## src/rtl/mac_dbg_ahb_master_pkg.sv

```systemverilog
// Shared types and AHB-Lite encodings for the MAC debug AHB master.
// Used by mac_dbg_ahb_master (optional timeout feature: MAC_DBG_AHB_TIMEOUT_EN).
package mac_dbg_ahb_master_pkg;

  typedef enum logic [1:0] {
    DBG_AHB_IDLE = 2'd0,
    DBG_AHB_ADDR = 2'd1,
    DBG_AHB_DATA = 2'd2
  } mac_dbg_ahb_state_e;

  localparam logic [1:0]  AHB_HTRANS_IDLE      = 2'b00;
  localparam logic [1:0]  AHB_HTRANS_NONSEQ    = 2'b10;
  localparam logic [2:0]  AHB_HSIZE_WORD       = 3'b010;
  localparam logic [2:0]  AHB_HBURST_SINGLE    = 3'b000;
  localparam logic [31:0] DBG_AHB_TIMEOUT_DATA = 32'hDEAD_BEEF;

  typedef struct packed {
    logic [31:0] haddr;
    logic [1:0]  htrans;
    logic        hwrite;
    logic [2:0]  hsize;
    logic [2:0]  hburst;
    logic [3:0]  hprot;
    logic [31:0] hwdata;
  } ahb_dbg_master_t;

endpackage

```

## src/rtl/mac_dbg_ahb_master.sv

```systemverilog
// Turns one-cycle debug request pulses into single-beat word AHB-Lite transfers.
// Define MAC_DBG_AHB_TIMEOUT_EN to abort phases stuck on hready_i=0.
module mac_dbg_ahb_master
  import mac_dbg_ahb_master_pkg::*;
#(
  parameter logic [3:0]  HPROT_VAL      = 4'b0011,
  parameter int unsigned TIMEOUT_CYCLES = 256
) (
  input  logic        clk_i,
  input  logic        rst_ni,
  input  logic        clear_i,
  input  logic        dbg_hreq_i,
  input  logic [31:0] dbg_haddr_i,
  input  logic        dbg_hwen_i,
  input  logic [31:0] dbg_hwdata_i,
  output logic        dbg_hrvalid_o,
  output logic [31:0] dbg_hrdata_o,
  output logic        dbg_herr_o,
  output logic        busy_o,
  output logic        dropped_o,
  output logic [31:0] haddr_o,
  output logic [1:0]  htrans_o,
  output logic        hwrite_o,
  output logic [2:0]  hsize_o,
  output logic [2:0]  hburst_o,
  output logic [3:0]  hprot_o,
  output logic [31:0] hwdata_o,
  input  logic [31:0] hrdata_i,
  input  logic        hready_i,
  input  logic        hresp_i
);

  // Handshake: dbg_hreq_i is a pulse accepted only in IDLE; each accepted
  // request yields exactly one dbg_hrvalid_o pulse unless cleared/reset first.
  mac_dbg_ahb_state_e state_q;
  logic [1:0]         htrans_q;
  logic [31:0]        haddr_q;
  logic               hwrite_q;
  logic [31:0]        wdata_q;
  logic [31:0]        hwdata_q;
  logic               rvalid_q;
  logic [31:0]        rdata_q;
  logic               err_q;
  logic               dropped_q;
  logic               timeout_hit;
  ahb_dbg_master_t    ahb;

  logic unused_addr_bits;
  assign unused_addr_bits = ^dbg_haddr_i[1:0];

`ifdef MAC_DBG_AHB_TIMEOUT_EN
  localparam int unsigned CNT_W = (TIMEOUT_CYCLES > 1) ? $clog2(TIMEOUT_CYCLES) : 1;
  logic [CNT_W-1:0] wcnt_q;

  // Counts consecutive wait states of the current phase only.
  always_ff @(posedge clk_i or negedge rst_ni) begin
    if (!rst_ni) begin
      wcnt_q <= '0;
    end else if (clear_i || state_q == DBG_AHB_IDLE || hready_i) begin
      wcnt_q <= '0;
    end else if (!timeout_hit) begin
      wcnt_q <= wcnt_q + CNT_W'(1);
    end
  end

  assign timeout_hit = (state_q != DBG_AHB_IDLE) && !hready_i &&
                       (wcnt_q == CNT_W'(TIMEOUT_CYCLES - 1));
`else
  localparam bit unused_timeout = (TIMEOUT_CYCLES != 0);
  assign timeout_hit = 1'b0;
`endif

  always_ff @(posedge clk_i or negedge rst_ni) begin
    if (!rst_ni) begin
      state_q   <= DBG_AHB_IDLE;
      htrans_q  <= AHB_HTRANS_IDLE;
      haddr_q   <= '0;
      hwrite_q  <= 1'b0;
      wdata_q   <= '0;
      hwdata_q  <= '0;
      rvalid_q  <= 1'b0;
      rdata_q   <= '0;
      err_q     <= 1'b0;
      dropped_q <= 1'b0;
    end else if (clear_i) begin
      state_q   <= DBG_AHB_IDLE;
      htrans_q  <= AHB_HTRANS_IDLE;
      haddr_q   <= '0;
      hwrite_q  <= 1'b0;
      wdata_q   <= '0;
      hwdata_q  <= '0;
      rvalid_q  <= 1'b0;
      rdata_q   <= '0;
      err_q     <= 1'b0;
      dropped_q <= 1'b0;
    end else begin
      rvalid_q <= 1'b0;
      if (dbg_hreq_i && state_q != DBG_AHB_IDLE) begin
        dropped_q <= 1'b1;
      end
      if (timeout_hit) begin
        state_q  <= DBG_AHB_IDLE;
        htrans_q <= AHB_HTRANS_IDLE;
        hwdata_q <= '0;
        rvalid_q <= 1'b1;
        err_q    <= 1'b1;
        rdata_q  <= DBG_AHB_TIMEOUT_DATA;
      end else begin
        unique case (state_q)
          DBG_AHB_IDLE: begin
            if (dbg_hreq_i) begin
              haddr_q  <= {dbg_haddr_i[31:2], 2'b00};
              hwrite_q <= dbg_hwen_i;
              wdata_q  <= dbg_hwdata_i;
              htrans_q <= AHB_HTRANS_NONSEQ;
              state_q  <= DBG_AHB_ADDR;
            end
          end
          DBG_AHB_ADDR: begin
            if (hready_i) begin
              htrans_q <= AHB_HTRANS_IDLE;
              hwdata_q <= hwrite_q ? wdata_q : '0;
              state_q  <= DBG_AHB_DATA;
            end
          end
          DBG_AHB_DATA: begin
            if (hready_i) begin
              // A read that ends in ERROR returns zero rather than bus garbage.
              rdata_q  <= hwrite_q ? wdata_q : (hresp_i ? '0 : hrdata_i);
              err_q    <= hresp_i;
              rvalid_q <= 1'b1;
              hwdata_q <= '0;
              state_q  <= DBG_AHB_IDLE;
            end
          end
          default: begin
            htrans_q <= AHB_HTRANS_IDLE;
            state_q  <= DBG_AHB_IDLE;
          end
        endcase
      end
    end
  end

  always_comb begin
    ahb        = '0;
    ahb.haddr  = haddr_q;
    ahb.htrans = htrans_q;
    ahb.hwrite = hwrite_q;
    ahb.hsize  = AHB_HSIZE_WORD;
    ahb.hburst = AHB_HBURST_SINGLE;
    ahb.hprot  = HPROT_VAL;
    ahb.hwdata = hwdata_q;
  end

  assign haddr_o       = ahb.haddr;
  assign htrans_o      = ahb.htrans;
  assign hwrite_o      = ahb.hwrite;
  assign hsize_o       = ahb.hsize;
  assign hburst_o      = ahb.hburst;
  assign hprot_o       = ahb.hprot;
  assign hwdata_o      = ahb.hwdata;
  assign dbg_hrvalid_o = rvalid_q;
  assign dbg_hrdata_o  = rdata_q;
  assign dbg_herr_o    = err_q;
  assign busy_o        = (state_q != DBG_AHB_IDLE);
  assign dropped_o     = dropped_q;

endmodule

```

## config.mk

```make
export PLATFORM = sky130hd
export DESIGN_NAME = mac_dbg_ahb_master
export DESIGN_NICKNAME = d
export VERILOG_FILES = /design/src/rtl/mac_dbg_ahb_master_pkg.sv /design/src/rtl/mac_dbg_ahb_master.sv
export SDC_FILE = /design/constraint.sdc
export NUM_CORES = 1
export LEC_CHECK = 0
export CAP_MARGIN = 5
export CORE_ASPECT_RATIO = 1.5
export CORE_MARGIN = 5
export CORE_UTILIZATION = 42
export CTS_BUF_LIST = sky130_fd_sc_hd__clkbuf_4 sky130_fd_sc_hd__clkbuf_8
export DETAILED_ROUTE_END_ITERATION = 10
export PLACE_DENSITY = 0.88
export REMOVE_ABC_BUFFERS = 1
export SETUP_SLACK_MARGIN = 0.05
export SLEW_MARGIN = 5
export SYNTH_ARGS = -nofsm -noshare
export SYNTH_HDL_FRONTEND = slang
export SYNTH_SLANG_ARGS = --single-unit
```

## constraint.sdc

```tcl
create_clock -name clk_i -period 1.45 [get_ports clk_i]
set_clock_uncertainty 0.15 [all_clocks]
set_input_delay 0.29 -clock clk_i [delete_from_list [all_inputs] [get_ports clk_i]]
set_output_delay 0.29 -clock clk_i [all_outputs]
set_load 0.03 [all_outputs]
```

==> impl_metrics.tcl, run 1 <==
set metrics [dict create \
    synth_area_per_cell_sq_um 10.3 \
    reg2reg_depth 6 \
    cts_num_sinks 133 \
    synth_edf_count 0 \
    die_w_um 107 \
    cp_max_stage_delay_ps 450 \
    arrival_ps 1890 \
    crit_start "state_q[1]$_DFFE_PN0P_" \
    floorplan.initialDensity_pct 42.3 \
    p_sw_share_pct 28.0 \
    timing.setup.critical_path_class "reg -> reg" \
    cts_buffer_depth 2 \
    num_rows 53 \
    cts-root-buf "clkbuf_8" \
    grt_first_pass_wirelength_um 30400 \
    worstSkewPairLatency_ps 420 \
    cpMostUsedCell "buf_6" \
    timing.final.ws_setup_ps -256 \
    yosys_warnings 0 \
    result_of_the_run "complete, but fails checks" \
    critPathRequiredTime_ps 1630 \
    slew_viol_final 0 \
    drt.antenna.violating_nets 0 \
    largest_net_degree_at_the_start_of_global_routing 69 \
    total_switching_power_mw 2.51 \
    grt.total_usage_pct 23.6 \
    power_frac_comb_pct 18.9 \
    gpl.final_weighted_congestion 0.785 \
    post_synthesis_instance_area_sq_mm 0.00589 \
    yosysUniqueCellTypes 26 \
    p_int_mw 6.44 \
    dieHeight_um 155 \
    layout-drive-gt1-share_pct 33.1 \
    die_outline_area_sq_mm 0.0165 \
    synthCells 571 \
    yosys_register_bits 133 \
    synth_top_cell_area_share_pct 56.5 \
    drt-vias-per-instance 5.43 \
    synthToLayoutAreaGrowth_pct 66.3 \
    hold_slack_ps 91.7 \
    post-dp-hpwl_um 12300 \
    first_pass_iters 6 \
    failed_checks "negative setup slack" \
    pin_count 216 \
    drv_cap 0 \
    power.share.sequential_pct 44.1 \
    synth.top_cells.by_area "dfrtp_1 (57%), nand2_1 (8.0%), a21oi_1 (5.7%), mux2i_1 (5.6%), o2bb2ai_1 (4.8%)" \
    fillers 933 \
    worstHoldPathType "in -> reg" \
    cellLeakagePower_nw 4.65 \
    design.final.nets 965 \
    power.density_mw_per_mm2 914 \
    cts_made_buffers 17 \
    synth.most_common_cell "dfrtp_1" \
    critPathMaxFanout 18 \
    level_count_of_the_clock_h_tree 4 \
    register_area_sq_mm 0.00333 \
    worst_setup_ep "dbg_hrdata_o[11]$_DFFE_PN0P_" \
    setup_viol 131 \
    synth.yosys.seq_area_share_pct 56.5 \
    setup.worst_path.start_class "register" \
    detail_route.iter0.violations 296 \
    grt_setup_unrepaired "true" \
    critical-path-slowest-cell "dfrtp_2" \
    postSynth.topFlopCell "dfrtp_1" \
    ir_drop_mv 0.691 \
    worst_r2r_startpoint "state_q[1]$_DFFE_PN0P_" \
    drcViolationCount 0 \
    pwr-share-clk_pct 36.9 \
    drt_wl_total_um 20700 \
    placeableCoreArea_sq_mm 0.0139 \
    detail_route.wl_per_cell_um 19.9 \
    buffer_ports.inserted 200 \
    clock_tree_from_tritoncts "done" \
    critical_path.cell_chain "buf_6, nor2b_4, buf_6, a21oi_4, buf_12, o2bb2ai_1" \
    synth_async_sr_flop_share_pct 100 \
    fmaxAchievable_mhz 586 \
    timing.critical_path.to_type "register" \
    hold_viol 0 \
    antennaDiodeCount 0 \
    route.vias.total 5632 \
    multi_input_gate_area_in_the_final_layout_sq_mm 0.00240 \
    r2r_slack_ps -260 \
    layout_worst_path_cycle_share_pct 118 \
    overflow 0 \
    synthTopCellsByCount "dfrtp_1 (133), nand2_1 (126), a21oi_1 (67), mux2i_1 (33), nand2b_1 (33)" \
    design_power_total_mw 8.95 \
    layout_min_cycle_time_ps 1710 \
    r2r_end "dbg_hrdata_o[11]$_DFFE_PN0P_" \
    hold_path.startpoint "clear_i" \
    synth_largest_area_cell "dfrtp_1" \
    initial_antenna_violation_count 0 \
    first_global_vias 5834 \
    worst_setup_hold_path_clk_slew_ps 80 \
]
-- what timing repair did --
action / in CTS / in global routing
pin swaps: 1 / 1
endpoints found under the setup margin: 230 / 231
hold buffers: 1 / 0
hold endpoints to repair: 121 / 0
gates cloned: 4 / 3
gates resized for setup: 138 / 32
setup buffers: 40 / 39
-- metal layers --
metal	share of wire [%]	GRT usage [%]	vias up
li1	-	-	2522
met1	34	25.3	2759
met2	54	43.3	284
met3	7.1	6.39	67
met4	4.7	10.1	0
met5	0	0	-
-- power groups by stage --
stage	combinational (mW)	sequential, mW	clock (mW)
after floorplan	0.452	4.14	0
after global placement	1.38	4.00	0
after detailed placement	1.41	4.00	0
after CTS	1.58	3.94	3.35
after global routing	1.81	3.96	3.56
final	1.70	3.95	3.30
-- cells in the final DEF (no fill, tap or decap), types with 30 or more instances in the layout --
cell / Yosys / layout
buf_6: 9 / 106
nand2_1: 126 / 126
clkdlybuf4s50_1: 0 / 98
dfrtp_1: 133 / 131
buf_4: 21 / 93
a22oi_1: 30 / 30
nand2b_1: 33 / 33
nand3_1: 32 / 32
a21oi_1: 67 / 67
mux2i_1: 33 / 32
-- critical path, delay by kind of cell (launching register included) --
| kind | cells | cell delay [ps] |
|---|---|---|
| buf+inv | 3 | 460 |
| compound gates | 2 | 420 |
| flops | 1 | 450 |
| simple gates | 1 | 140 |
-- cell families after synthesis --
group	Yosys count	synth area share [%]
mux	33	5.61
flops	133	56.5
compound gates	134	15.1
buf+inv	64	6.82
other cells	2	0.128
simple gates	205	15.8
-- final cells by class --
type,instances,share of cell area [%]
clock buffer,19,2.67
sequential,133,34.0
timing repair buffer,324,35.2
inverter,1,0.0383
multi-input combinational,385,24.5
tap,165,2.11
clock inverter,11,1.55
-- sequential cells by signal (all words and copies together) (netlist names) --
| signal | cells |
|---|---|
| dbg_hrdata_o | 32 |
| hwdata_o | 32 |
| wdata_q | 32 |
| haddr_o | 30 |
| state_q | 2 |
| dbg_herr_o | 1 |
| dbg_hrvalid_o | 1 |
| dropped_o | 1 |
| htrans_o | 1 |
| hwrite_o | 1 |
-- per-stage QoR --
step	worst slack, ps	cells	TNS (ps)	utilization, %	instance area [sq um]
6_report	-256	1038	-22150	70.3	9800
5_1_grt	-303	1038	-30960	70.3	9800
4_1_cts	-255	997	-20670	66.6	9270
3_5_place_dp	-499	922	-50760	57.3	7980
3_3_place_gp	-461	922	-46820	57.3	7980
2_1_floorplan	-2970	519	-261540	-	5530
-- worst min-delay path by stage --
| stage | cells after the start | slack, ps | endpoint |
|---|---|---|---|
| after floorplan | 0 | -160 | dbg_herr_o$_DFFE_PN0P_ |
| after global placement | 1 | 90 | dbg_hrdata_o[29]$_DFFE_PN0P_ |
| after detailed placement | 1 | 100 | hwdata_o[29]$_DFFE_PN0P_ |
| after CTS | 3 | 80 | haddr_o[21]$_DFFE_PN0P_ |
| after global routing | 3 | 60 | haddr_o[16]$_DFFE_PN0P_ |
| final | 3 | 90 | hwrite_o$_DFFE_PN0P_ |
No activity file was read; power rests on OpenSTA's default activity.
==> inputs of run 2 (changes only) <==
- SKIP_CTS_REPAIR_TIMING: default -> 1
==> impl_metrics.tcl, run 2 (same netlist as run 1, synthesis figures left out) <==
set metrics [dict create \
    first_global_vias 5351 \
    first_pass_iters 4 \
    cts_buffer_depth 2 \
    layoutNonFillerInstCount 971 \
    antennaDiodeCount 0 \
    die_outline_area_sq_mm 0.0165 \
    failed_checks "negative setup slack" \
    fmaxAchievable_mhz 582 \
    drt-vias-per-instance 5.35 \
    initial_antenna_violation_count 0 \
    grt_first_pass_wirelength_um 27000 \
    tns_ps -21220 \
    floorplan.initialDensity_pct 42.3 \
    cellLeakagePower_nw 4.18 \
    timing.final.ws_setup_ps -269 \
    result_of_the_run "complete, but fails checks" \
    fillers 1082 \
    critical-path-slowest-cell "dfrtp_1" \
    p_sw_share_pct 27.5 \
    largest_net_degree_at_the_start_of_global_routing 69 \
    cts_num_sinks 133 \
    level_count_of_the_clock_h_tree 4 \
    worst_setup_hold_path_clk_slew_ps 80 \
    pwr-share-clk_pct 37.2 \
    detail_route.wl_per_cell_um 19.0 \
    drv_cap 0 \
    dieHeight_um 155 \
    design.final.nets 898 \
    power.share.sequential_pct 44.9 \
    layout-drive-gt1-share_pct 25.6 \
    gpl.final_weighted_congestion 0.785 \
    drt.antenna.violating_nets 0 \
    dp_worst_setup_slack_ps -499 \
    cts_made_buffers 17 \
    critPathMaxFanout 7 \
    die_w_um 107 \
    hold_path.startpoint "clear_i" \
    placedCellCount 922 \
    layout_min_cycle_time_ps 1720 \
    cp_max_stage_delay_ps 400 \
    most-common-layout-cells "dfrtp_1 (131), nand2_1 (126), clkdlybuf4s50_1 (98)" \
    timing.critical_path.to_type "register" \
    commonest_non_fill_non_tap_cell_in_the_layout "dfrtp_1" \
    crit_start "state_q[0]$_DFFE_PN0P_" \
    grt.total_usage_pct 20.7 \
    clock_tree_from_tritoncts "done" \
    worstSkewPairLatency_ps 420 \
    setup.worst_path.start_class "register" \
    pin_count 216 \
    total_switching_power_mw 2.41 \
    p_int_mw 6.37 \
    hold_slack_ps 98.6 \
    num_rows 53 \
    slew_viol_final 0 \
    worstHoldPathType "in -> reg" \
    layout_worst_path_cycle_share_pct 119 \
    placeableCoreArea_sq_mm 0.0139 \
    drcViolationCount 0 \
    timing.setup.critical_path_class "reg -> reg" \
    setup_viol 131 \
    detail_route.iter0.violations 169 \
    route.vias.total 5190 \
    drt_wl_total_um 18400 \
    hold_viol 0 \
    cts-root-buf "clkbuf_8" \
    worst_r2r_startpoint "state_q[0]$_DFFE_PN0P_" \
    ir_drop_mv 0.641 \
    post-dp-hpwl_um 12300 \
    overflow 0 \
    grt_setup_unrepaired "true" \
    synthToLayoutAreaGrowth_pct 50.9 \
    arrival_ps 1890 \
    critical_path.cell_chain "buf_4, nor2b_2, o21ai_4, buf_12, clkbuf_16, mux2i_1" \
    power.density_mw_per_mm2 988 \
    power_frac_comb_pct 17.9 \
    fraction_of_the_core_area_covered_by_cells_at_the_end_of_the_flow_pct 63.8 \
    critPathRequiredTime_ps 1620 \
    buffer_ports.inserted 200 \
]
## run 2: layout make-up
| class | instances | area, sq um | share of cell area [%] |
|---|---|---|---|
| well taps | 165 | 206 | 2.32 |
| repair buffers | 257 | 2660 | 29.9 |
| clock buffers | 19 | 262 | 2.94 |
| clock inverters | 11 | 151 | 1.70 |
| multi-input cells | 385 | 2270 | 25.6 |
| flip-flops and latches | 133 | 3330 | 37.5 |
| inverters | 1 | 3.75 | 0.0422 |
## run 2: worst paths after layout
check                                                     to  slack [ps]  depth (start not counted)
worst min-delay path                 haddr_o[16]$_DFFE_PN0P_         100                          3
worst max-delay path                hwdata_o[20]$_DFFE_PN0P_        -270                          6
worst min register to register  dbg_hrdata_o[20]$_DFFE_PN0P_         350                          1
min in group asynchronous           hwdata_o[29]$_DFFE_PN0P_         210                          2
worst max register to register      hwdata_o[20]$_DFFE_PN0P_        -270                          6
max in group asynchronous            wdata_q[28]$_DFFE_PN0P_         400                          3
## run 2: power by group through the flow
stage | clock (mW) | sequential, mW | combinational, mW
after detailed placement | 0 | 4.00 | 1.41
after floorplan | 0 | 4.14 | 0.452
after global routing | 3.53 | 3.96 | 1.68
after CTS | 3.35 | 3.93 | 1.41
after global placement | 0 | 4.00 | 1.38
final | 3.26 | 3.94 | 1.57
## run 2: through the flow
step,power [mW],cell area [sq um]
detailed placement,5.41,7980
floorplan,4.59,5530
global placement,5.38,7980
global route,9.17,8890
finish,8.78,8890
CTS,8.69,8400
## run 2: critical path, delay by kind of cell, from the launching register on
kind / cells / cell delay (ps)
AO/OA/AOI/OAI: 1 / 160
buffers and inverters: 3 / 490
multiplexers: 1 / 240
AND/OR/NAND/NOR: 1 / 180
flip-flops: 1 / 400
## run 2: per-layer routing
| metal | routed length, um | vias to the layer above | track usage, % |
|---|---|---|---|
| met1 | 6620 | 2563 | 23.3 |
| met4 | 516 | 0 | 8.59 |
| met3 | 1220 | 33 | 5.98 |
| li1 | - | 2385 | - |
| met5 | 0 | - | 0 |
| met2 | 10000 | 209 | 36.5 |
==> inputs of run 3 (changes only) <==
- CELL_PAD_IN_SITES_DETAIL_PLACEMENT: default -> 1
- CELL_PAD_IN_SITES_GLOBAL_PLACEMENT: default -> 2
- CORE_UTILIZATION: 42 -> 25
- CTS_CLUSTER_DIAMETER: default -> 200
==> impl_metrics.tcl, run 3 (same netlist as run 1, synthesis figures left out) <==
set metrics [dict create \
    clock_tree_from_tritoncts "done" \
    cts_made_buffers 17 \
    slew_viol_final 0 \
    grt_first_pass_wirelength_um 32000 \
    layoutNonFillerInstCount 1165 \
    worst_r2r_startpoint "state_q[1]$_DFFE_PN0P_" \
    arrival_ps 1900 \
    placeableCoreArea_sq_mm 0.0231 \
    first_pass_iters 6 \
    pwr-share-clk_pct 33.8 \
    timing.final.ws_setup_ps -249 \
    power.density_mw_per_mm2 888 \
    grt_setup_unrepaired "true" \
    most-common-layout-cells "dfrtp_1 (132), nand2_1 (126), buf_6 (101)" \
    fillers 2571 \
    die_w_um 135 \
    total_switching_power_mw 2.49 \
    drcViolationCount 0 \
    drt.antenna.violating_nets 0 \
    critPathRequiredTime_ps 1650 \
    buffer_ports.inserted 200 \
    overflow 0 \
    hold_viol 0 \
    initial_antenna_violation_count 1 \
    ir_drop_mv 0.615 \
    worst_setup_hold_path_clk_slew_ps 70 \
    setup.worst_path.start_class "register" \
    critPathMaxFanout 6 \
    r2r_end "haddr_o[15]$_DFFE_PN0P_" \
    hold_slack_ps 104 \
    tns_ps -22010 \
    grt_use_met1_pct 17.4 \
    worstSkewPairLatency_ps 440 \
    met3_usage_in_global_routing_pct 4.86 \
    power_frac_comb_pct 20.9 \
    cts_buffer_depth 2 \
    placedCellCount 1076 \
    drv_cap 0 \
    failed_checks "negative setup slack" \
    cts-root-buf "clkbuf_8" \
    layout_min_cycle_time_ps 1700 \
    dieHeight_um 198 \
    result_of_the_run "complete, but fails checks" \
    placed_cell_area_sq_mm 0.00838 \
    detail_route.wl_per_cell_um 20.4 \
    cellLeakagePower_nw 4.52 \
    grt-busiest-layer "met2" \
    die_outline_area_sq_mm 0.0268 \
    dp_worst_setup_slack_ps -511 \
    pin_count 216 \
    final_area_sq_mm 0.00983 \
    largest_net_degree_at_the_start_of_global_routing 57 \
    timing.critical_path.to_type "register" \
    fraction_of_the_core_area_covered_by_cells_at_the_end_of_the_flow_pct 42.5 \
    floorplan.initialDensity_pct 25.4 \
    cts_num_sinks 133 \
    design_power_total_mw 8.72 \
    fmaxAchievable_mhz 589 \
    num_rows 68 \
    globalRouteMet2Util_pct 27.6 \
    drt_wl_total_um 23800 \
    commonest_non_fill_non_tap_cell_in_the_layout "dfrtp_1" \
    setup_viol 138 \
    p_int_mw 6.23 \
    reg2reg_depth 7 \
    synthToLayoutAreaGrowth_pct 66.9 \
    drt-vias-per-instance 4.63 \
    gpl.final_weighted_congestion 0.724 \
    route.vias.total 5396 \
    layout_worst_path_cycle_share_pct 117 \
    post-dp-hpwl_um 14900 \
    level_count_of_the_clock_h_tree 4 \
    timing.setup.critical_path_class "reg -> reg" \
    grt.total_usage_pct 15.4 \
    design.final.nets 944 \
    p_sw_share_pct 28.6 \
    power.share.sequential_pct 45.4 \
    antennaDiodeCount 0 \
    r2r_slack_ps -250 \
    worstHoldPathType "in -> async" \
    first_global_vias 5608 \
    detail_route.iter0.violations 193 \
    layout-drive-gt1-share_pct 30.4 \
]
[run 3: cell count changes in the layout (fill, tap and decap cells not counted), sizes merged]
| cell | change |
|---|---|
| bufinv | -2 |
| clkinvlp | -3 |
| clkinv | +1 |
| buf | +42 |
| inv | -2 |
| clkbuf | +8 |
[run 3: power by group through the flow]
stage,registers [mW],clock network [mW],logic (mW)
floorplan,4.14,0,0.452
global placement,4.01,0,1.49
detailed placement,4.01,0,1.52
CTS,3.94,3.08,1.52
global route,3.97,3.23,1.94
finish,3.96,2.95,1.82
[run 3: critical path, cell delays in order (launching register included)]
cell and delay, ps:
dfrtp_1 400, buf_4 180, nor3b_4 240, buf_6 140, buf_12 130, clkbuf_16 150
nand2_1 50, a21oi_1 150
[run 3: how the worst max path moves through the flow]
stage | startpoint | endpoint | slack (ps)
after floorplan | state_q[0]$_DFFE_PN0P_ | haddr_o[10]$_DFFE_PN0P_ | -2970
after global placement | dbg_hreq_i | wdata_q[3]$_DFFE_PN0P_ | -490
after detailed placement | dbg_hreq_i | haddr_o[24]$_DFFE_PN0P_ | -510
after CTS | state_q[1]$_DFFE_PN0P_ | busy_o | -800
after global routing | state_q[1]$_DFFE_PN0P_ | haddr_o[15]$_DFFE_PN0P_ | -310
final | state_q[1]$_DFFE_PN0P_ | haddr_o[15]$_DFFE_PN0P_ | -250
[run 3: layout make-up]
type / count / area (sq um) / area share [%]
timing repair buffer: 303 / 3440 / 35.0
sequential: 133 / 3330 / 33.9
multi-input combinational: 385 / 2310 / 23.5
tap: 315 / 394 / 4.01
clock buffer: 23 / 298 / 3.03
clock inverter: 5 / 52.6 / 0.535
inverter: 1 / 3.75 / 0.0382
[run 3: layer usage]
layer  vias up  share of wire (%)
li1       2471                  -
met1      2723                 38
met2       171                 55
met3        29                5.8
met4         2                1.6
met5         -              0.084
